### config.mk
export PLATFORM = sky130hd
export DESIGN_NAME = ps2_host_tx
export DESIGN_NICKNAME = d
export VERILOG_FILES = /design/src/rtl/ps2_host_tx.sv
export SDC_FILE = /design/constraint.sdc
export NUM_CORES = 1
export LEC_CHECK = 0
export CORE_UTILIZATION = 60
export CTS_CLUSTER_SIZE = 16
export DETAILED_ROUTE_END_ITERATION = 8
export PLACE_DENSITY = 0.8
export SYNTH_ARGS = -nofsm -noshare
export SYNTH_HDL_FRONTEND = slang
export SYNTH_SLANG_ARGS = --single-unit
export TNS_END_PERCENT = 50
### constraint.sdc
create_clock -name clk25 -period 7.4 [get_ports clk25]
set_input_delay 1.85 -clock clk25 [delete_from_list [all_inputs] [get_ports clk25]]
set_output_delay 1.85 -clock clk25 [all_outputs]
set_load 0.02 [all_outputs]
### src/rtl/ps2_host_tx.sv
`timescale 1ns/1ps
`default_nettype none
// ============================================================================
//  ps2_host_tx : host-to-device PS/2 command transmitter (open-collector pads)
//  Revision    : 1.0
// ============================================================================
module ps2_host_tx #(
    parameter int INHIBIT_CYCLES = 2500,
    parameter int TIMEOUT_CYCLES = 500000
) (
    input  logic       clk25,
    input  logic       clr,
    input  logic [7:0] tx_data,
    input  logic       tx_start,
    input  logic       ps2c_in,
    input  logic       ps2d_in,
    output logic       ps2c_oe,
    output logic       ps2d_oe,
    output logic       busy,
    output logic       done,
    output logic       err
);

    localparam int c_inh_w = (INHIBIT_CYCLES > 1) ? $clog2(INHIBIT_CYCLES) : 1;
    localparam logic [c_inh_w-1:0] c_inh_last = c_inh_w'(INHIBIT_CYCLES - 1);
    localparam logic [c_inh_w-1:0] c_inh_one  = c_inh_w'(1);
    localparam logic [19:0]        c_to_last  = 20'(TIMEOUT_CYCLES - 1);

    typedef enum logic [2:0] {
        S_IDLE      = 3'd0,
        S_INHIBIT   = 3'd1,
        S_START     = 3'd2,
        S_SEND      = 3'd3,
        S_ACK       = 3'd4,
        S_WAIT_IDLE = 3'd5
    } state_t;

    state_t             r_state, w_state_nxt;
    logic [7:0]         r_data, w_data_nxt;
    logic [3:0]         r_n, w_n_nxt;
    logic [c_inh_w-1:0] r_inh_cnt, w_inh_nxt;
    logic [19:0]        r_to_cnt, w_to_nxt;
    logic               r_nack, w_nack_nxt;
    logic               w_c_oe_nxt, w_d_oe_nxt, w_busy_nxt, w_done_nxt, w_err_nxt;

    logic [7:0]         r_c_sr, r_d_sr;
    logic               r_c_filt, r_d_filt;
    logic               w_c_fall, w_par, w_active, w_timeout, w_lines_idle;

    // Pad filters: the level only changes after eight identical samples.
    always_ff @(posedge clk25 or posedge clr) begin
        if (clr) begin
            r_c_sr   <= 8'hFF;
            r_d_sr   <= 8'hFF;
            r_c_filt <= 1'b1;
            r_d_filt <= 1'b1;
        end else begin
            r_c_sr <= {r_c_sr[6:0], ps2c_in};
            r_d_sr <= {r_d_sr[6:0], ps2d_in};
            if (r_c_sr == 8'h00)      r_c_filt <= 1'b0;
            else if (r_c_sr == 8'hFF) r_c_filt <= 1'b1;
            if (r_d_sr == 8'h00)      r_d_filt <= 1'b0;
            else if (r_d_sr == 8'hFF) r_d_filt <= 1'b1;
        end
    end

    // Fall strobe coincides with the edge on which the filtered clock drops.
    assign w_c_fall     = r_c_filt & (r_c_sr == 8'h00);
    assign w_par        = ~^r_data;
    assign w_lines_idle = r_c_filt & r_d_filt;
    assign w_active     = (r_state == S_SEND) || (r_state == S_ACK) ||
                          (r_state == S_WAIT_IDLE);
    assign w_timeout    = w_active && !w_c_fall && (r_to_cnt == c_to_last);

    always_ff @(posedge clk25 or posedge clr) begin
        if (clr) begin
            r_state   <= S_IDLE;
            r_data    <= 8'h00;
            r_n       <= 4'd0;
            r_inh_cnt <= '0;
            r_to_cnt  <= 20'd0;
            r_nack    <= 1'b0;
            ps2c_oe   <= 1'b0;
            ps2d_oe   <= 1'b0;
            busy      <= 1'b0;
            done      <= 1'b0;
            err       <= 1'b0;
        end else begin
            r_state   <= w_state_nxt;
            r_data    <= w_data_nxt;
            r_n       <= w_n_nxt;
            r_inh_cnt <= w_inh_nxt;
            r_to_cnt  <= w_to_nxt;
            r_nack    <= w_nack_nxt;
            ps2c_oe   <= w_c_oe_nxt;
            ps2d_oe   <= w_d_oe_nxt;
            busy      <= w_busy_nxt;
            done      <= w_done_nxt;
            err       <= w_err_nxt;
        end
    end

    always_comb begin
        w_state_nxt = r_state;
        w_data_nxt  = r_data;
        w_n_nxt     = r_n;
        w_inh_nxt   = '0;
        w_to_nxt    = 20'd0;
        w_nack_nxt  = r_nack;
        w_c_oe_nxt  = 1'b0;
        w_d_oe_nxt  = ps2d_oe;
        w_done_nxt  = 1'b0;
        w_err_nxt   = 1'b0;
        w_busy_nxt  = 1'b0;

        case (r_state)
            S_IDLE: begin
                w_d_oe_nxt = 1'b0;
                if (tx_start) begin
                    w_data_nxt  = tx_data;
                    w_n_nxt     = 4'd0;
                    w_nack_nxt  = 1'b0;
                    w_c_oe_nxt  = 1'b1;
                    w_state_nxt = S_INHIBIT;
                end
            end
            S_INHIBIT: begin
                w_c_oe_nxt = 1'b1;
                w_d_oe_nxt = 1'b0;
                w_inh_nxt  = r_inh_cnt + c_inh_one;
                if (r_inh_cnt == c_inh_last) begin
                    w_inh_nxt   = '0;
                    w_d_oe_nxt  = 1'b1;
                    w_state_nxt = S_START;
                end
            end
            S_START: begin
                // Release the clock; the start bit stays driven until fall 1.
                w_d_oe_nxt  = 1'b1;
                w_n_nxt     = 4'd0;
                w_state_nxt = S_SEND;
            end
            S_SEND: begin
                w_to_nxt = r_to_cnt + 20'd1;
                if (w_c_fall) begin
                    w_to_nxt = 20'd0;
                    w_n_nxt  = r_n + 4'd1;
                    if (r_n == 4'd9) begin
                        w_d_oe_nxt  = 1'b0;
                        w_state_nxt = S_ACK;
                    end else if (r_n == 4'd8) begin
                        w_d_oe_nxt = ~w_par;
                    end else begin
                        w_d_oe_nxt = ~r_data[r_n[2:0]];
                    end
                end
            end
            S_ACK: begin
                w_d_oe_nxt = 1'b0;
                w_to_nxt   = r_to_cnt + 20'd1;
                if (w_c_fall) begin
                    w_to_nxt    = 20'd0;
                    w_nack_nxt  = r_d_filt;
                    w_state_nxt = S_WAIT_IDLE;
                end
            end
            S_WAIT_IDLE: begin
                w_d_oe_nxt = 1'b0;
                w_to_nxt   = w_c_fall ? 20'd0 : r_to_cnt + 20'd1;
                if (w_lines_idle) begin
                    w_done_nxt  = 1'b1;
                    w_err_nxt   = r_nack;
                    w_state_nxt = S_IDLE;
                end
            end
            default: begin
                w_d_oe_nxt  = 1'b0;
                w_state_nxt = S_IDLE;
            end
        endcase

        // A normal completion in the same cycle takes precedence over timeout.
        if (w_timeout && !((r_state == S_WAIT_IDLE) && w_lines_idle)) begin
            w_c_oe_nxt  = 1'b0;
            w_d_oe_nxt  = 1'b0;
            w_to_nxt    = 20'd0;
            w_done_nxt  = 1'b1;
            w_err_nxt   = 1'b1;
            w_state_nxt = S_IDLE;
        end

        w_busy_nxt = (w_state_nxt != S_IDLE);
    end

endmodule
`default_nettype wire
== Word-level counts from Yosys, hierarchy flattened ==
Cells that the tools add are included.

* $add $sub $neg: 3
* Order comparisons: 1
* Equal/unequal tests: 15
* Muxes and demuxes: 40
* Bitwise logic cells: 4
* Reduce and logical (&&, ||, !) cells: 21

{| class="wikitable"
|+ Operator list
! cell !! count
|-
| $mux 20 || 3
|-
| $mux 12 || 2
|-
| $mux 3 || 7
|-
| $add 20x1->20 const B || 1
|-
| $eq 20x19->1 const B || 1
|-
| $mux 1 || 20
|-
| $pmux 3 s6 || 1
|-
| $eq 8x8->1 const B || 2
|-
| $logic_not 8->1 || 2
|-
| $add 12x1->12 const B || 1
|-
| $eq 12x12->1 const B || 1
|-
| $pmux 4 s3 || 1
|-
| $eq 4x4->1 const B || 2
|-
| $mux 4 || 2
|-
| $reduce_xnor 8->1 || 1
|-
| $eq 3x2->1 const B || 2
|-
| $eq 3x3->1 const B || 2
|-
| $ne 2x2->1 const B || 3
|-
| $reduce_and 3->1 || 2
|-
| $reduce_bool 2->1 || 3
|-
| $reduce_bool 3->1 || 2
|-
| $add 4x1->4 const B || 1
|-
| $logic_and 1x1->1 || 4
|-
| $lt 3x4->1 const B || 1
|-
| 12 further kinds || 17
|}

* Register bits after elaboration: 71
* Output and inout port bits: 5

== Depth between registers and ports, before layout ==
Gate-level depths: netlist of run 1.

* Word-level depth: 8
* Gate-level depth with buffers: 7
* Gate-level depth less buffers: 7

== Least setup slack after synthesis of run 1 ==
Ideal clock, no wire load.

* Path type: input -> register
* Start: input tx_start
* End: register r_nack
* Library setup time: 0.133 ns
* Data arrival time: 2.575 ns
* Data required time: 7.267 ns
* Setup slack: 4.693 ns
* Cell stages on the path: 5
* Path buffers: 1
* Path through: nor2b_1 -> and2_1 -> clkbuf_1 -> o211ai_1 -> o31ai_1

* Word-level cells in the longest chain between the ends: 2

{| class="wikitable"
|+ Ends and longest elaborated chain
! what !! RTL line !! source
|-
| start, declared || 14 || <nowiki>input logic tx_start,</nowiki>
|-
| $ne 2x2->1 (no source line) || n/a ||
|-
| $reduce_and 3->1 (no source line) || n/a ||
|-
| end signal, assigned || 94 || <nowiki>r_nack <= w_nack_nxt;</nowiki>
|-
| end, declared || 43 || <nowiki>logic r_nack, w_nack_nxt;</nowiki>
|}

No other way between the ends.
A chain may end at the register's enable or synchronous reset.

== Worst setup path after layout of run 1 ==
* Start: input tx_start
* End: register busy

* Word-level cells in the longest chain between the ends: 4

{| class="wikitable"
|+ Ends and longest elaborated chain
! what !! RTL line !! source
|-
| $mux 3 || 119 || <nowiki>if (tx_start) begin</nowiki>
|-
| $pmux 3 s6 || 116 || <nowiki>case (r_state)</nowiki>
|-
| $mux 3 || 183 || <nowiki>if (w_timeout && !((r_state == S_WAIT_IDLE) && w_lines_idle)) begin</nowiki>
|-
| $reduce_bool 3->1 || 192 || <nowiki>w_busy_nxt = (w_state_nxt != S_IDLE);</nowiki>
|-
| via w_busy_nxt || 44 || <nowiki>logic w_c_oe_nxt, w_d_oe_nxt, w_busy_nxt, w_done_nxt, w_err_nxt;</nowiki>
|-
| end signal, assigned || 97 || <nowiki>busy <= w_busy_nxt;</nowiki>
|-
| end, declared || 19 || <nowiki>output logic busy,</nowiki>
|}

The timed path passes the listed nets, and every way through them passes these cells.

==> flow_metrics.env, run 1 <==
export IMPL_detail_route_first_pass_iterations=4
export IMPL_cts_root_buf="clkbuf_8"
export IMPL_grt_first_pass_wirelength_mm=10.8
export IMPL_ys_async_sr_fraction_pct=100
export IMPL_finish_net_count=358
export IMPL_max_freq_ghz=0.316
export IMPL_clock_latency_ns=0.34
export IMPL_vias=2323
export IMPL_r2r_start="r_to_cnt[11]$_DFF_PP0_"
export IMPL_critical_path_n_buffers_inverters=1
export IMPL_outcome="finished clean"
export IMPL_routed_wl_mm=5.91
export IMPL_htree_levels=3
export IMPL_drt_iter0_drc=141
export IMPL_synth_edff_count=0
export IMPL_rr_endpoint="r_state[2]$_DFF_PP0_"
export IMPL_cts_repair_resize_count=0
export IMPL_avgSynthCellArea_sq_um=10.6
export IMPL_p_leak_uw=0.00160
export IMPL_p_per_area_nw_per_um2=199
export IMPL_period_minus_slack_ns=3.17
export IMPL_cts_hold_buf=0
export IMPL_initial_core_util_pct=63.9
export IMPL_worst_r2r_cell_count=5
export IMPL_hp_class="register to register"
export IMPL_hold_slack_ns=0.369
export IMPL_relSlewSlack_pct=42.9
export IMPL_path_clk_slew_ns=0.07
export IMPL_slowest_stage="clkdlybuf4s50_1"
export IMPL_yosys_warnings=0
export IMPL_dp_hpwl_mm=4.01
export IMPL_place_ws_ns=3.93
export IMPL_ir_drop_mv=0.132
export IMPL_synthCells=317
export IMPL_area_growth_pct=12.9
export IMPL_overflow=0
export IMPL_fp_row_count=26
export IMPL_ys_types=49
export IMPL_fin_skew_ns=0.0132
export IMPL_path_depth=6
export IMPL_yosys_most_used_dff="dfrtp_1"
export IMPL_setup_tns_final_ns=0
export IMPL_cpPeakStageDelay_ns=0.48
export IMPL_syn_cell_area_sq_um=3370
export IMPL_timing_final_ws_setup_ns=4.23
export IMPL_numCtsBuffers=9
export IMPL_grt_pass1_vias=2390
export IMPL_rrSetupSlack_ns=5.39
export IMPL_core_sq_um=5270
export IMPL_crit_path_end_kind="register"
export IMPL_worst_pin_slew_ns=0.856
export IMPL_setup_viol=0
export IMPL_place_congestion=0.853
export IMPL_syn_nets=335
export IMPL_die_w_microns=76.9
export IMPL_crit_start="tx_start"
export IMPL_drive_above_1_share_pct=18.3
export IMPL_crit_chain="clkdlybuf4s50_1 -> nor2b_1 -> and2_1 -> a21oi_1 -> and4b_1 -> a31oi_2"
export IMPL_grt_setup_unrepaired="false"
export IMPL_cts_tree="built"
export IMPL_cp_start_kind="input port"
export IMPL_slew_viol_final=0
export IMPL_critPathRequiredTime_ns=7.66
export IMPL_die_height_microns=76.9
export IMPL_critPathCapture="busy$_DFF_PP0_"
export IMPL_grt_total_usage_pct=23.7
export IMPL_grt_max_degree=72
export IMPL_route_detailed_drc=0
export IMPL_drv_cap=0
export IMPL_ant_nets=0
export IMPL_worstPathArrival_ns=3.43
export IMPL_io_pins=18
export IMPL_antenna_found_initial=0
export IMPL_post_cts_buffers=0
export IMPL_post_drt_via_cell_ratio=5.60
export IMPL_ys_seq_area_share_pct=53.4
export IMPL_wl_per_cell_microns=14.2
export IMPL_critPathKind="input port to register"
export IMPL_hold_viol=0
export IMPL_path_max_fanout=11
export IMPL_port_buffers=17
export IMPL_synth_seq_cells=71
export IMPL_cts_path_max_buffers=2
export IMPL_insertedDiodeCount=0
export IMPL_path_delay_family="simple AND/OR/NAND/NOR gates"
export IMPL_clkSinkCount=71
export IMPL_die_area_sq_um=5920
export IMPL_finalCritPeriodShare_pct=42.8
-- per-layer routing --
metal / global-route usage [%] / part of all wire [%] / vias up
met5: 0 / 0 / -
met1: 30.8 / 45 / 1135
met3: 8.10 / 3.8 / 5
met4: 6.73 / 0.83 / 0
met2: 37.7 / 50 / 38
li1: - / - / 1145
-- worst reg2reg max path, cell delays in order (launching register included) --
cell	delay, ns
dfrtp_1	0.44
or4b_1	0.57
nor3_1	0.33
nand4_1	0.17
o22ai_2	0.28
nor2_1	0.10
-- synth_stat cells, types with 4 or more instances --
library cell  number  area [sq um]
ha_1               5          62.6
xor2_1            16           140
nor4_1             4          25.0
and2_1             4          25.0
xnor2_1           21           184
a21oi_1            7          35.0
dfrtp_1           53          1330
nor2_1            36           135
nand2_1           43           161
nand3_1           15          75.1
nor2_2            10          62.6
nor3_1             7          35.0
and4_1             8          70.1
dfstp_2           18           473
nand4_1           12          75.1
inv_1             10          37.5
-- layout make-up --
type / count / area (sq um)
clock buffer: 12 / 178
clock inverter: 4 / 47.5
fill: 411 / 1470
inverter: 10 / 37.5
multi-input combinational: 230 / 1470
sequential: 71 / 1800
tap: 70 / 87.6
timing repair buffer: 18 / 178
-- through the flow --
step / utilization (%) / total power, uW / cells / cell area [sq um]
2_1_floorplan: - / 415 / 317 / 3370
3_3_place_gp: 67.9 / 425 / 399 / 3580
3_5_place_dp: 67.9 / 425 / 399 / 3580
4_1_cts: 72.1 / 766 / 415 / 3800
5_1_grt: 72.1 / 784 / 415 / 3800
6_report: 72.1 / 756 / 415 / 3800
-- cell families (layout without fill, tap and decap cells) --
group,after synthesis,count (layout),share of synthesized area (%)
multiplexers,3,3,1.63
AO/OA/AOI/OAI,24,24,5.09
adder cells (fa/ha/maj),5,5,1.86
AND/OR/NAND/NOR,161,161,25.6
XOR/XNOR,37,37,9.62
buffers and inverters,16,44,2.79
flip-flops,71,71,53.4
-- state kept, by name, summed over array words and instances, names as in the netlist --
register / cells
done: 1
ps2d_oe: 1
r_d_filt: 1
r_inh_cnt: 12
r_n: 4
ps2c_oe: 1
r_c_filt: 1
err: 1
busy: 1
r_nack: 1
r_to_cnt: 20
r_state: 3
r_d_sr: 8
r_data: 8
r_c_sr: 8
-- power by group --
part	internal [uW]	total (uW)	switching, uW	leakage, uW
clock network	197	338	142	0.000118
registers	397	402	4.46	0.000884
logic	7.00	15.9	8.87	0.000599
-- worst min-delay path by stage --
stage                        startpoint             endpoint  slack (ns)  cells past startpoint
detailed placement  r_d_sr[4]$_DFF_PP1_  r_d_sr[5]$_DFF_PP1_        0.36                      0
global route        r_c_sr[5]$_DFF_PP1_  r_c_sr[6]$_DFF_PP1_        0.37                      0
floorplan           r_d_sr[4]$_DFF_PP1_  r_d_sr[5]$_DFF_PP1_        0.35                      0
finish              r_c_sr[5]$_DFF_PP1_  r_c_sr[6]$_DFF_PP1_        0.37                      0
CTS                 r_c_sr[5]$_DFF_PP1_  r_c_sr[6]$_DFF_PP1_        0.37                      0
global placement    r_d_sr[4]$_DFF_PP1_  r_d_sr[5]$_DFF_PP1_        0.36                      0
-- cells in the final DEF (no fill, tap or decap), types with 7 or more instances in the layout --
cell / instances
nand2_1: 43
a21oi_1: 7
nand4_1: 12
nor3_1: 7
dfstp_2: 18
nand3_1: 15
clkdlybuf4s50_1: 17
xor2_1: 16
clkbuf_8: 9
inv_1: 9
xnor2_1: 21
nor2_2: 10
dfrtp_1: 53
and4_1: 8
nor2_1: 36
No activity file was read; power rests on OpenSTA's default activity.
==> inputs of run 2 (changes only) <==
Settings changed: CORE_UTILIZATION 60 to 59, PLACE_DENSITY 0.8 to 0.79.
Clock period 7.4 ns to 3.2 ns, I/O delays scaled along.
==> run 2 against run 1 <==
Combinational power grew 150%; sequential share of layout area shrank 0.17 points; cell count grew 0.48%; register-to-register slack lost 4.1 ns; total power grew 130%; count of clock-buffer cells in the layout grew 4; die area grew 1.6%; sequential power grew 130%; non-clock buffer count is the same; critical endpoint is now ps2d_oe; largest cell class unchanged; largest power group unchanged.
==> flow_metrics.env, run 2 (synthesis gave the netlist of run 1 again) <==
export IMPL_outcome="finished clean"
export IMPL_crit_path_end_kind="output pin"
export IMPL_wl_per_cell_microns=13.7
export IMPL_swShare_pct=20.0
export IMPL_fin_skew_ns=0.00886
export IMPL_finalPower_uw=1730
export IMPL_slowest_stage="clkdlybuf4s50_1"
export IMPL_post_drt_via_cell_ratio=5.57
export IMPL_drv_cap=0
export IMPL_detail_route_first_pass_iterations=4
export IMPL_critPathKind="register to output pin"
export IMPL_final_cell_area_sq_um=3810
export IMPL_crit_chain="clkdlybuf4s50_1"
export IMPL_routed_wl_mm=5.73
export IMPL_layout_common_cells="53 x dfrtp_1, 43 x nand2_1, 36 x nor2_1, 21 x xnor2_1, 18 x dfstp_2"
export IMPL_top_register="r_to_cnt"
export IMPL_path_max_fanout=2
export IMPL_grt_pass1_vias=2315
export IMPL_area_growth_pct=13.3
export IMPL_p_leak_uw=0.00160
export IMPL_worstPathArrival_ns=1.32
export IMPL_numCtsBuffers=9
export IMPL_timing_final_ws_setup_ns=1.08
export IMPL_fill_cells=395
export IMPL_dpl_instance_area_sq_um=3590
export IMPL_finish_net_count=358
export IMPL_clkSinkCount=71
export IMPL_setup_viol=0
export IMPL_cts_root_buf="clkbuf_8"
export IMPL_finalCritPeriodShare_pct=66.4
export IMPL_combPwrFrac_pct=2.3
export IMPL_critPathRequiredTime_ns=2.40
export IMPL_route_detailed_drc=0
export IMPL_path_clk_slew_ns=0.07
export IMPL_grt_setup_unrepaired="false"
export IMPL_p_per_area_nw_per_um2=453
export IMPL_hold_viol=0
export IMPL_clock_latency_ns=0.35
export IMPL_die_height_microns=77.5
export IMPL_cts_path_max_buffers=2
export IMPL_grt_total_usage_pct=21.7
export IMPL_place_congestion=0.857
export IMPL_drt_iter0_drc=94
export IMPL_overflow=0
export IMPL_ir_drop_mv=0.305
export IMPL_die_area_sq_um=6010
export IMPL_core_sq_um=5510
export IMPL_p_int_uw=1380
export IMPL_setup_tns_final_ns=0
export IMPL_initial_core_util_pct=61.1
export IMPL_final_common_cell="dfrtp_1"
export IMPL_max_freq_ghz=0.471
export IMPL_power_frac_clock_pct=44.0
export IMPL_cp_start_kind="register"
export IMPL_largest_reg_flops=20
export IMPL_antenna_found_initial=0
export IMPL_critical_path_n_buffers_inverters=1
export IMPL_drive_above_1_share_pct=17.7
export IMPL_cts_repair_resize_count=0
export IMPL_switchingPower_uw=346
export IMPL_cts_tree="built"
export IMPL_grt_max_degree=50
export IMPL_fp_row_count=27
export IMPL_dp_hpwl_mm=4.01
export IMPL_insertedDiodeCount=0
export IMPL_path_delay_family="buffers and inverters"
export IMPL_hp_class="register to register"
export IMPL_worst_pin_slew_ns=0.574
export IMPL_power_frac_seq_pct=53.7
export IMPL_slew_viol_final=0
export IMPL_ant_nets=0
export IMPL_place_ws_ns=0.792
export IMPL_grt_first_pass_wirelength_mm=10.1
export IMPL_relSlewSlack_pct=61.4
export IMPL_cpPeakStageDelay_ns=0.61
export IMPL_io_pins=18
export IMPL_die_w_microns=77.5
export IMPL_vias=2321
export IMPL_largestRegisters="r_to_cnt x20, r_inh_cnt x12"
export IMPL_post_cts_buffers=0
export IMPL_cts_hold_buf=0
export IMPL_port_buffers=17
export IMPL_htree_levels=3
export IMPL_period_minus_slack_ns=2.12
-- run 2: changes by cell type in the layout (fill, tap and decap cells not counted), sizes merged --
cell    before  now
inv         12   10
bufinv       1    0
clkinv       1    0
clkbuf      12   16
-- run 2: metrics by stage --
step | instances | utilization (%) | hold WS [ns]
floorplan | 317 | - | 0.354
global placement | 401 | 65.2 | 0.362
detailed placement | 401 | 65.2 | 0.357
CTS | 417 | 69.3 | 0.372
global route | 417 | 69.3 | 0.375
finish | 417 | 69.3 | 0.371
-- run 2: metal layers --
metal,track usage (%),part of all wire [%],vias up
met5,0,0,-
met4,8.30,1.1,0
met3,7.88,4.1,7
met2,35.1,49,45
met1,26.5,46,1125
li1,-,-,1144
-- run 2: cell type report --
cell class              count  area, sq um  area share, %
flip-flops and latches     71         1800           47.2
repair buffers             18          190           4.99
well taps                  72         90.1           2.36
clock buffers              16          224           5.87
inverters                  10         37.5          0.984
multi-input cells         230         1470           38.6
-- run 2: path summary, 6_finish.rpt --
check / start / end / slack [ns] / cells past startpoint
setup / recovery: ps2d_oe$_DFFE_PP0P_ / ps2d_oe / 1.08 / 1
hold / removal: r_d_sr[4]$_DFF_PP1_ / r_d_sr[5]$_DFF_PP1_ / 0.37 / 0
setup reg to reg: r_to_cnt[11]$_DFF_PP0_ / r_state[2]$_DFF_PP0_ / 1.24 / 5
hold reg to reg: r_d_sr[4]$_DFF_PP1_ / r_d_sr[5]$_DFF_PP1_ / 0.37 / 0
max in group asynchronous: clr / r_d_sr[6]$_DFF_PP1_ / 1.72 / 3
min in group asynchronous: clr / r_to_cnt[19]$_DFF_PP0_ / 0.81 / 2
-- run 2: power by group through the flow --
stage	combinational [uW]	sequential (uW)	clock, uW
3_5_place_dp	40.6	945	0
2_1_floorplan	17.3	942	0
4_1_cts	40.7	929	781
5_1_grt	44.6	931	817
3_3_place_gp	39.9	944	0
6_report	39.0	929	761
==> inputs of run 3 (changes only) <==
Clock period 3.2 ns to 2.05 ns, I/O delays scaled along.
==> run 3 against run 2 <==
Sequential share of layout area is 0.50 points lower; die area stayed put; sequential cell count stayed put.
==> flow_metrics.env, run 3 (synthesis gave the netlist of run 1 again) <==
export IMPL_largest_reg_flops=20
export IMPL_finalCritPeriodShare_pct=94.8
export IMPL_slew_viol_final=0
export IMPL_grt_pass1_vias=2357
export IMPL_dpl_instance_area_sq_um=3650
export IMPL_p_per_area_nw_per_um2=680
export IMPL_crit_chain="or4b_1 -> nor3_1 -> a41oi_1 -> o22ai_2 -> nor2_1"
export IMPL_insertedDiodeCount=0
export IMPL_relSlewSlack_pct=67.9
export IMPL_setup_viol=0
export IMPL_hp_class="register to register"
export IMPL_numCtsBuffers=9
export IMPL_cts_root_buf="clkbuf_8"
export IMPL_multiInputGateArea_sq_um=1470
export IMPL_initial_core_util_pct=61.1
export IMPL_route_detailed_drc=0
export IMPL_antenna_found_initial=0
export IMPL_path_delay_family="simple AND/OR/NAND/NOR gates"
export IMPL_io_pins=18
export IMPL_dp_hpwl_mm=4.30
export IMPL_slowest_stage="or4b_1"
export IMPL_wl_per_cell_microns=14.1
export IMPL_critPathRequiredTime_ns=2.28
export IMPL_ant_nets=0
export IMPL_die_w_microns=77.5
export IMPL_finish_net_count=364
export IMPL_overflow=0
export IMPL_outcome="finished clean"
export IMPL_drive_above_1_share_pct=19.7
export IMPL_p_leak_uw=0.00163
export IMPL_cts_repair_resize_count=0
export IMPL_drt_iter0_drc=65
export IMPL_cp_start_kind="register"
export IMPL_grt_setup_unrepaired="false"
export IMPL_final_cell_area_sq_um=3860
export IMPL_hold_slack_ns=0.376
export IMPL_critPathKind="register to register"
export IMPL_worst_pin_slew_ns=0.480
export IMPL_finalNonFillerCells=423
export IMPL_grt_first_pass_wirelength_mm=10.7
export IMPL_post_cts_buffers=0
export IMPL_crit_path_end_kind="register"
export IMPL_setup_tns_final_ns=0
export IMPL_cts_tree="built"
export IMPL_worstPathArrival_ns=2.17
export IMPL_max_freq_ghz=0.515
export IMPL_grt_total_usage_pct=23.2
export IMPL_core_sq_um=5510
export IMPL_vias=2367
export IMPL_fp_row_count=27
export IMPL_routed_wl_mm=5.97
export IMPL_die_area_sq_um=6010
export IMPL_cts_hold_buf=0
export IMPL_dp_cells=407
export IMPL_seq_area_sq_um=1800
export IMPL_largestRegisters="r_to_cnt x20, r_inh_cnt x12"
export IMPL_cpPeakStageDelay_ns=0.57
export IMPL_critical_path_n_buffers_inverters=0
export IMPL_area_growth_pct=14.5
export IMPL_period_minus_slack_ns=1.94
export IMPL_post_drt_via_cell_ratio=5.60
export IMPL_detail_route_first_pass_iterations=4
export IMPL_top_register="r_to_cnt"
export IMPL_htree_levels=3
export IMPL_die_height_microns=77.5
export IMPL_fin_skew_ns=0.00785
export IMPL_cts_path_max_buffers=2
export IMPL_path_clk_slew_ns=0.07
export IMPL_layout_common_cells="53 x dfrtp_1, 43 x nand2_1, 36 x nor2_1, 21 x xnor2_1, 18 x dfstp_2"
export IMPL_grt_max_degree=24
export IMPL_clock_latency_ns=0.34
export IMPL_ir_drop_mv=0.421
export IMPL_drv_cap=0
export IMPL_port_buffers=17
export IMPL_path_max_fanout=5
export IMPL_hold_viol=0
export IMPL_clkSinkCount=71
export IMPL_fill_cells=410
export IMPL_final_common_cell="dfrtp_1"
export IMPL_place_congestion=0.851
-- run 3: power by group --
part           switching, uW  internal (uW)  total (uW)
Combinational           35.6           34.3        69.9
Sequential              16.6           1430        1450
Clock                    492            609        1100
Total                    544           2080        2620
-- run 3: routing by layer --
layer	vias to the layer above	part of all wire [%]	wire length, microns	global-route usage [%]
met3	17	3.5	211	6.71
met5	-	0	0	0
met1	1156	44	2610	28.8
li1	1155	-	-	-
met2	39	50	3010	37.5
met4	0	2.3	139	10.4
-- run 3: final cells by class --
cell class | instances | share of cell area [%]
well taps | 72 | 2.34
clock inverters | 2 | 0.260
multi-input cells | 230 | 38.2
flip-flops and latches | 71 | 46.7
clock buffers | 14 | 5.03
repair buffers | 24 | 6.42
inverters | 10 | 1.07
-- run 3: worst paths after layout --
check / from / end / slack, ns / cells past startpoint
setup / recovery: r_to_cnt[11]$_DFF_PP0_ / r_state[2]$_DFF_PP0_ / 0.11 / 5
min in group asynchronous: clr / err$_DFF_PP0_ / 0.54 / 2
hold / removal: r_d_sr[4]$_DFF_PP1_ / r_d_sr[5]$_DFF_PP1_ / 0.38 / 0
hold reg to reg: r_d_sr[4]$_DFF_PP1_ / r_d_sr[5]$_DFF_PP1_ / 0.38 / 0
max in group asynchronous: clr / r_c_filt$_DFFE_PP1P_ / 0.99 / 3
setup reg to reg: r_to_cnt[11]$_DFF_PP0_ / r_state[2]$_DFF_PP0_ / 0.11 / 5
-- run 3: stage by stage --
stage                     utilization (%)  total power (uW)  setup slack [ns]
final                                70.0              2620             0.107
after global placement               66.3              1540             0.129
after floorplan                         -              1500             0.307
after global routing                 70.0              2720           0.00670
after CTS                            70.0              2660             0.114
after detailed placement             66.3              1550            0.0616
